<file path="config.mk">
export PLATFORM = sky130hd
export DESIGN_NAME = fpu_share_arbiter_flat
export DESIGN_NICKNAME = d
export VERILOG_FILES = /design/src/rtl/fpu_share_arbiter_if.sv /design/src/rtl/fpu_share_arbiter.sv /design/src/flat_wrapper.sv
export SDC_FILE = /design/constraint.sdc
export NUM_CORES = 1
export LEC_CHECK = 0
export ABC_CLOCK_PERIOD_IN_PS = 4400
export CAP_MARGIN = 20
export CORE_MARGIN = 2
export CORE_UTILIZATION = 40
export CTS_BUF_LIST = sky130_fd_sc_hd__clkbuf_8
export CTS_CLUSTER_DIAMETER = 120
export CTS_CLUSTER_SIZE = 28
export DETAILED_ROUTE_END_ITERATION = 7
export PLACE_DENSITY = 0.82
export SLEW_MARGIN = 5
export SYNTH_ARGS = -nofsm -noshare
export SYNTH_HDL_FRONTEND = slang
export SYNTH_SLANG_ARGS = --single-unit
</file>
<file path="constraint.sdc">
create_clock -name clk -period 4.4 [get_ports clk]
set_clock_uncertainty 0.2 [all_clocks]
set_input_delay 0.44 -clock clk [delete_from_list [all_inputs] [get_ports clk]]
set_output_delay 0.44 -clock clk [all_outputs]
set_load 0.005 [all_outputs]
</file>
<file path="src/rtl/fpu_share_arbiter_if.sv">
// rtl/fpu_share_arbiter_if.sv - start/done handshake and operand bus between arbiter and shared FPU
interface fpu_share_arbiter_if #(
  parameter int OP_W = 3
);
  logic            fpu_start;
  logic [OP_W-1:0] fpu_op;
  logic [31:0]     fpu_a;
  logic [31:0]     fpu_b;
  logic            fpu_done;
  logic [31:0]     fpu_result;
  logic [4:0]      fpu_flags;

  modport master (
    output fpu_start, fpu_op, fpu_a, fpu_b,
    input  fpu_done, fpu_result, fpu_flags
  );

  modport slave (
    input  fpu_start, fpu_op, fpu_a, fpu_b,
    output fpu_done, fpu_result, fpu_flags
  );
endinterface

</file>
<file path="src/rtl/fpu_share_arbiter.sv">
// rtl/fpu_share_arbiter.sv - round-robin sharing of one multi-cycle FPU between two cores with watchdog
module fpu_share_arbiter #(
  parameter int TIMEOUT_CYCLES = 64,
  parameter int OP_W           = 3,
  parameter int TAG_W          = 5
) (
  input  logic             clk,
  input  logic             rst,
  input  logic             c0_req_valid,
  output logic             c0_req_ready,
  input  logic [OP_W-1:0]  c0_op,
  input  logic [31:0]      c0_a,
  input  logic [31:0]      c0_b,
  input  logic [TAG_W-1:0] c0_tag,
  input  logic             c1_req_valid,
  output logic             c1_req_ready,
  input  logic [OP_W-1:0]  c1_op,
  input  logic [31:0]      c1_a,
  input  logic [31:0]      c1_b,
  input  logic [TAG_W-1:0] c1_tag,
  output logic [1:0]       rsp_valid,
  output logic [31:0]      rsp_result,
  output logic [4:0]       rsp_flags,
  output logic [TAG_W-1:0] rsp_tag,
  fpu_share_arbiter_if.master fpu,
  output logic             busy,
  output logic             timeout_err
);

  typedef enum logic [1:0] {S_IDLE, S_ISSUE, S_WAIT, S_RESP} state_t;

  localparam logic [7:0] WDOG_LAST = 8'(TIMEOUT_CYCLES - 1);

  state_t           state;
  logic             last_grant;
  logic             owner;
  logic [TAG_W-1:0] tag_q;
  logic [7:0]       wdog;
  logic             grant0;
  logic             grant1;

  // Ties go to the core that was not served last.
  always_comb begin
    grant0 = 1'b0;
    grant1 = 1'b0;
    if (state == S_IDLE) begin
      if (c0_req_valid && (!c1_req_valid || last_grant))
        grant0 = 1'b1;
      else if (c1_req_valid)
        grant1 = 1'b1;
    end
  end

  assign c0_req_ready = grant0;
  assign c1_req_ready = grant1;
  assign busy         = (state != S_IDLE);

  always_ff @(posedge clk or posedge rst) begin
    if (rst) begin
      state         <= S_IDLE;
      last_grant    <= 1'b1;
      owner         <= 1'b0;
      tag_q         <= '0;
      wdog          <= '0;
      fpu.fpu_start <= 1'b0;
      fpu.fpu_op    <= '0;
      fpu.fpu_a     <= '0;
      fpu.fpu_b     <= '0;
      rsp_valid     <= '0;
      rsp_result    <= '0;
      rsp_flags     <= '0;
      rsp_tag       <= '0;
      timeout_err   <= 1'b0;
    end else begin
      fpu.fpu_start <= 1'b0;
      rsp_valid     <= '0;
      timeout_err   <= 1'b0;
      case (state)
        S_IDLE: begin
          if (grant0 || grant1) begin
            owner         <= grant1;
            fpu.fpu_op    <= grant1 ? c1_op  : c0_op;
            fpu.fpu_a     <= grant1 ? c1_a   : c0_a;
            fpu.fpu_b     <= grant1 ? c1_b   : c0_b;
            tag_q         <= grant1 ? c1_tag : c0_tag;
            fpu.fpu_start <= 1'b1;
            state         <= S_ISSUE;
          end
        end
        S_ISSUE: begin
          wdog  <= '0;
          state <= S_WAIT;
        end
        S_WAIT: begin
          // A completion in the final watchdog cycle still counts as a real result.
          if (fpu.fpu_done) begin
            rsp_result <= fpu.fpu_result;
            rsp_flags  <= fpu.fpu_flags;
            rsp_tag    <= tag_q;
            rsp_valid  <= owner ? 2'b10 : 2'b01;
            state      <= S_RESP;
          end else if (wdog == WDOG_LAST) begin
            rsp_result  <= 32'h7FC0_0000;
            rsp_flags   <= 5'b10000;
            rsp_tag     <= tag_q;
            rsp_valid   <= owner ? 2'b10 : 2'b01;
            timeout_err <= 1'b1;
            state       <= S_RESP;
          end else begin
            wdog <= wdog + 8'd1;
          end
        end
        S_RESP: begin
          last_grant <= owner;
          state      <= S_IDLE;
        end
        default: state <= S_IDLE;
      endcase
    end
  end

endmodule

</file>
<file path="src/flat_wrapper.sv">
// flat-port wrapper written by rule: the top's interface ports become plain ports
module fpu_share_arbiter_flat 
#(
  parameter int TIMEOUT_CYCLES = 64,
  parameter int OP_W           = 3,
  parameter int TAG_W          = 5
)
  (clk, rst, c0_req_valid, c0_req_ready, c0_op, c0_a, c0_b, c0_tag, c1_req_valid, c1_req_ready, c1_op, c1_a, c1_b, c1_tag, rsp_valid, rsp_result, rsp_flags, rsp_tag, busy, timeout_err, fpu_fpu_start, fpu_fpu_op, fpu_fpu_a, fpu_fpu_b, fpu_fpu_done, fpu_fpu_result, fpu_fpu_flags);
  fpu_share_arbiter_if #(.OP_W(OP_W)) fpu_i ();
  input  logic clk;
  input  logic rst;
  input  logic c0_req_valid;
  output logic c0_req_ready;
  input  logic [OP_W-1:0] c0_op;
  input  logic [31:0] c0_a;
  input  logic [31:0] c0_b;
  input  logic [TAG_W-1:0] c0_tag;
  input  logic c1_req_valid;
  output logic c1_req_ready;
  input  logic [OP_W-1:0] c1_op;
  input  logic [31:0] c1_a;
  input  logic [31:0] c1_b;
  input  logic [TAG_W-1:0] c1_tag;
  output logic [1:0] rsp_valid;
  output logic [31:0] rsp_result;
  output logic [4:0] rsp_flags;
  output logic [TAG_W-1:0] rsp_tag;
  output logic busy;
  output logic timeout_err;
  output wire logic [$bits(fpu_i.fpu_start)-1:0] fpu_fpu_start;
  output wire logic [$bits(fpu_i.fpu_op)-1:0] fpu_fpu_op;
  output wire logic [$bits(fpu_i.fpu_a)-1:0] fpu_fpu_a;
  output wire logic [$bits(fpu_i.fpu_b)-1:0] fpu_fpu_b;
  input wire logic [$bits(fpu_i.fpu_done)-1:0] fpu_fpu_done;
  input wire logic [$bits(fpu_i.fpu_result)-1:0] fpu_fpu_result;
  input wire logic [$bits(fpu_i.fpu_flags)-1:0] fpu_fpu_flags;
  assign fpu_fpu_start = fpu_i.fpu_start;
  assign fpu_fpu_op = fpu_i.fpu_op;
  assign fpu_fpu_a = fpu_i.fpu_a;
  assign fpu_fpu_b = fpu_i.fpu_b;
  assign fpu_i.fpu_done = fpu_fpu_done;
  assign fpu_i.fpu_result = fpu_fpu_result;
  assign fpu_i.fpu_flags = fpu_fpu_flags;
  fpu_share_arbiter #(.TIMEOUT_CYCLES(TIMEOUT_CYCLES), .OP_W(OP_W), .TAG_W(TAG_W)) u_core (.clk(clk), .rst(rst), .c0_req_valid(c0_req_valid), .c0_req_ready(c0_req_ready), .c0_op(c0_op), .c0_a(c0_a), .c0_b(c0_b), .c0_tag(c0_tag), .c1_req_valid(c1_req_valid), .c1_req_ready(c1_req_ready), .c1_op(c1_op), .c1_a(c1_a), .c1_b(c1_b), .c1_tag(c1_tag), .rsp_valid(rsp_valid), .rsp_result(rsp_result), .rsp_flags(rsp_flags), .rsp_tag(rsp_tag), .fpu(fpu_i), .busy(busy), .timeout_err(timeout_err));
endmodule
</file>
==> key figures <==
Status
  – Outcome: finished, final reports clean

Clock network
  – CTS HTree Levels: 4
  – TritonCTS Sinks: between 100 and 150
  – Root Buffer: clkbuf_8
  – Resize count post-CTS: 0
  – Post-CTS Setup Bufs: 0
  – CTS tree: done
  – Num CTS Buffers: 17
  – Hold Buf Count CTS: 0
  – Worst-Skew Late Latency: between 400 and 500 ps
  – CTS clk-pin slew, worst paths: 80 ps
  – CTS max path bufs: 2

Pwr
  – PwrDens: around 630 mW/mm2
  – Total power: 5.81 mW
  – Maximum vdd drop: between 0.0003 and 0.0004 V
  – Leak: ~3.8 nW

STA
  – Peak Freq: 356 MHz
  – RSZ-0062 raised after global routing: false
  – Final setup vio count: 0
  – Fin crit share: 63.8%
  – Final Max Tran Viols: 0
  – Worst-Margin Slew: ~840 ps
  – WHS: slightly below 300 ps
  – Setup_tns: 0 ps
  – Period minus WS final: between 2000 and 3000 ps
  – Max_slew headroom: between 40 and 50%
  – Final Hold Viols: 0

Synth
  – Xor/xnor share of the synthesized area: 0%
  – Syn Std Cell Area: 0.00553 mm2
  – Mean post-synth cell area: roughly 13 um2
  – Post-Synth Simple-Gate Area: about 12%
  – Mapped Nets: slightly above 600
  – Number of flops mapped to enable cells by yosys: 0
  – Post-synthesis mux area share: around 2.0%
  – Adder-cell share of the synthesized area: 1.36%
  – Largest family of logic cells by synthesized area: compound AO/OA/AOI/OAI gates
  – Compound-Gate Fraction of Synth Area: a little over a fifth
  – Share of the synthesized area in the top cell type: approximately 60%
  – Post-synthesis cell type count: 42
  – Top cells by area, synth: dfrtp_1, a221o_1, and2_0, a22o_1, buf_2
  – FFs w/ async S/R, synth: 100%
  – Sequential share of the synthesized area: a little under 60%
  – Syn Inst Count: ~430
  – Synth Flop Type: dfrtp_1
  – Largest area contributor in the netlist: dfrtp_1
  – Synth Register Bits: 130
  – Synth Warn #: 0

Worst setup path
  – CP Capture Type: flip-flop
  – Critical Path Source: u_core.state[0]
  – Crit path max-delay family: compound AO/OA/AOI/OAI gates
  – Reg2reg end: u_core.rsp_tag[4]
  – Origin of the critical flop-to-flop path: u_core.state[0]
  – Critical path, cell by cell: inv_1 > ha_1 > and2_1 > buf_8 > a31oi_4 > mux2_4
  – Worst path max stage delay: ~640 ps
  – Crit path kind: flip-flop to flip-flop
  – Cell count of the worst reg-to-reg path: 6
  – Worst Path Buf+Inv: 2
  – CP Launch Type: flip-flop
  – R2R Setup Slk: 1590 ps
  – WP data arrival: 2920 ps
  – Slowest-stage cell, CP: a31oi_4
  – Required time of the critical path: ~4500 ps
  – Crit path max fanout: 29

Floorplanning
  – Die height: about 120 um
  – Core area: ~0.013 mm2
  – Die Area: about 0.015 mm2
  – Row count: 42
  – Die Width: 122 um
  – I/O pin cnt: a little over 300
  – Initial Utilization: around two fifths

GRT
  – Initial antenna violation count: 0
  – Grt total ovfl: 0
  – GRT Resource Usage Total: about a quarter
  – Vias in the first global route: roughly 5k
  – Largest net degree at the start of global routing: 75
  – Global-route wire length before repair: between 20000 and 30000 um

Finish
  – N_diodes: 0
  – Commonest non-fill, non-tap cell in the layout: clkdlybuf4s50_1
  – Commonest non-fill, non-tap cells in the layout: clkdlybuf4s50_1, dfrtp_1, a221o_1
  – Area grow syn2layout: 65.7%
  – Nets: 918
  – Finished Layout Cells: between 900 and 1k
  – Share of cells above drive strength 1: under 10%

Detailed routing
  – Via/cell ratio: between 5 and 6
  – First-pass detailed-route iteration total: 4
  – Antenna Nets Post-Route: 0
  – WL/cell: 19.2 um
  – Drt total wl: roughly 18000 um
  – Initial DRC Count: approximately 370
  – # DRC: 0
  – Vias: just under 5k

Placed design
  – Placed wire-length estimate: between 10000 and 15000 um
  – Cells after DPL: roughly 880
  – Placer congestion estimate: roughly 0.85
  – Port bufs: around 300

Hold path
  – Min-Delay Path Depth: 1
  – WHS Endpoint: u_core.rsp_result[28]
  – Hold crit path type: flip-flop to flip-flop
  – Worst hold start: u_core.rsp_result[28]

Run
  – Max-Cap Viols: 0
worst max path at each step:
stage / to / slack [ps] / depth (start not counted)
global route: u_core.rsp_tag[4] / 1380 / 6
finish: u_core.rsp_tag[4] / 1590 / 6
global placement: u_core.rsp_tag[4] / 1510 / 4
CTS: u_core.rsp_tag[4] / 1460 / 5
detailed placement: u_core.rsp_tag[4] / 1410 / 4
floorplan: u_core.fpu.fpu_a[0] / 290 / 1
final cells by class:
type                            instances  area (um2)
Sequential cell                       130        3250
Inverter                                9        36.3
Timing Repair Buffer                  307        3100
Multi-Input combinational cell        261        2110
Fill cell                             991        4230
Clock buffer                           20         275
Clock inverter                         11         176
Tap cell                              176         220
cell families after synthesis:
| kind of cell | after synthesis |
|---|---|
| flip-flops | 130 |
| adder cells (fa/ha/maj) | 6 |
| AND/OR/NAND/NOR | 115 |
| multiplexers | 10 |
| AO/OA/AOI/OAI | 130 |
| buffers and inverters | 40 |
sequential cells by signal (all words and copies together) (netlist names):
| signal | cells |
|---|---|
| u_core.fpu.fpu_a | 32 |
| u_core.timeout_err | 1 |
| u_core.rsp_valid | 2 |
| u_core.last_grant | 1 |
| u_core.tag_q | 5 |
| u_core.fpu.fpu_start | 1 |
| u_core.fpu.fpu_op | 3 |
| u_core.rsp_tag | 5 |
| u_core.rsp_flags | 5 |
| u_core.owner | 1 |
| u_core.rsp_result | 32 |
| u_core.wdog | 8 |
| u_core.state | 2 |
| u_core.fpu.fpu_b | 32 |
report_power, final:
group          switching, mW  total (mW)  internal [mW]  leakage [nW]
clock network          0.477        1.14          0.665         0.214
logic                  0.974        2.61           1.64          1.97
registers              0.319        2.05           1.74          1.62
total                   1.77        5.81           4.04          3.80
worst reg2reg max path, cell delays in order, from the launching register on:
cell and delay [ps]:
dfrtp_1 390, inv_1 120, ha_1 350, and2_1 390
buf_8 240, a31oi_4 650, mux2_4 360
metal layers:
metal	track usage (%)	wire length, um
met1	29.1	7020
met2	40.2	8960
met3	6.32	1360
met4	6.68	165
met5	0	0
cell usage after synthesis, drive strengths merged, types with 4 or more instances:
library cell and count:
a21oi 8, dfrtp 129, o22a 10, nand2b 4
clkbuf 9, mux2i 4, a221o 72, nor2 8
nand2 14, a22o 27, ha 6, and2 75
inv 9, buf 22, mux2 6
metrics by stage:
| step | utilization, % | worst slack, ps | cell area, um2 |
|---|---|---|---|
| after global placement | 64.7 | 1510 | 8670 |
| after detailed placement | 64.9 | 1410 | 8700 |
| final | 68.4 | 1590 | 9170 |
| after floorplan | - | 292 | 5530 |
| after global routing | 68.4 | 1380 | 9170 |
| after CTS | 68.3 | 1460 | 9150 |
Note: power is estimated with default switching activity, not from simulation.
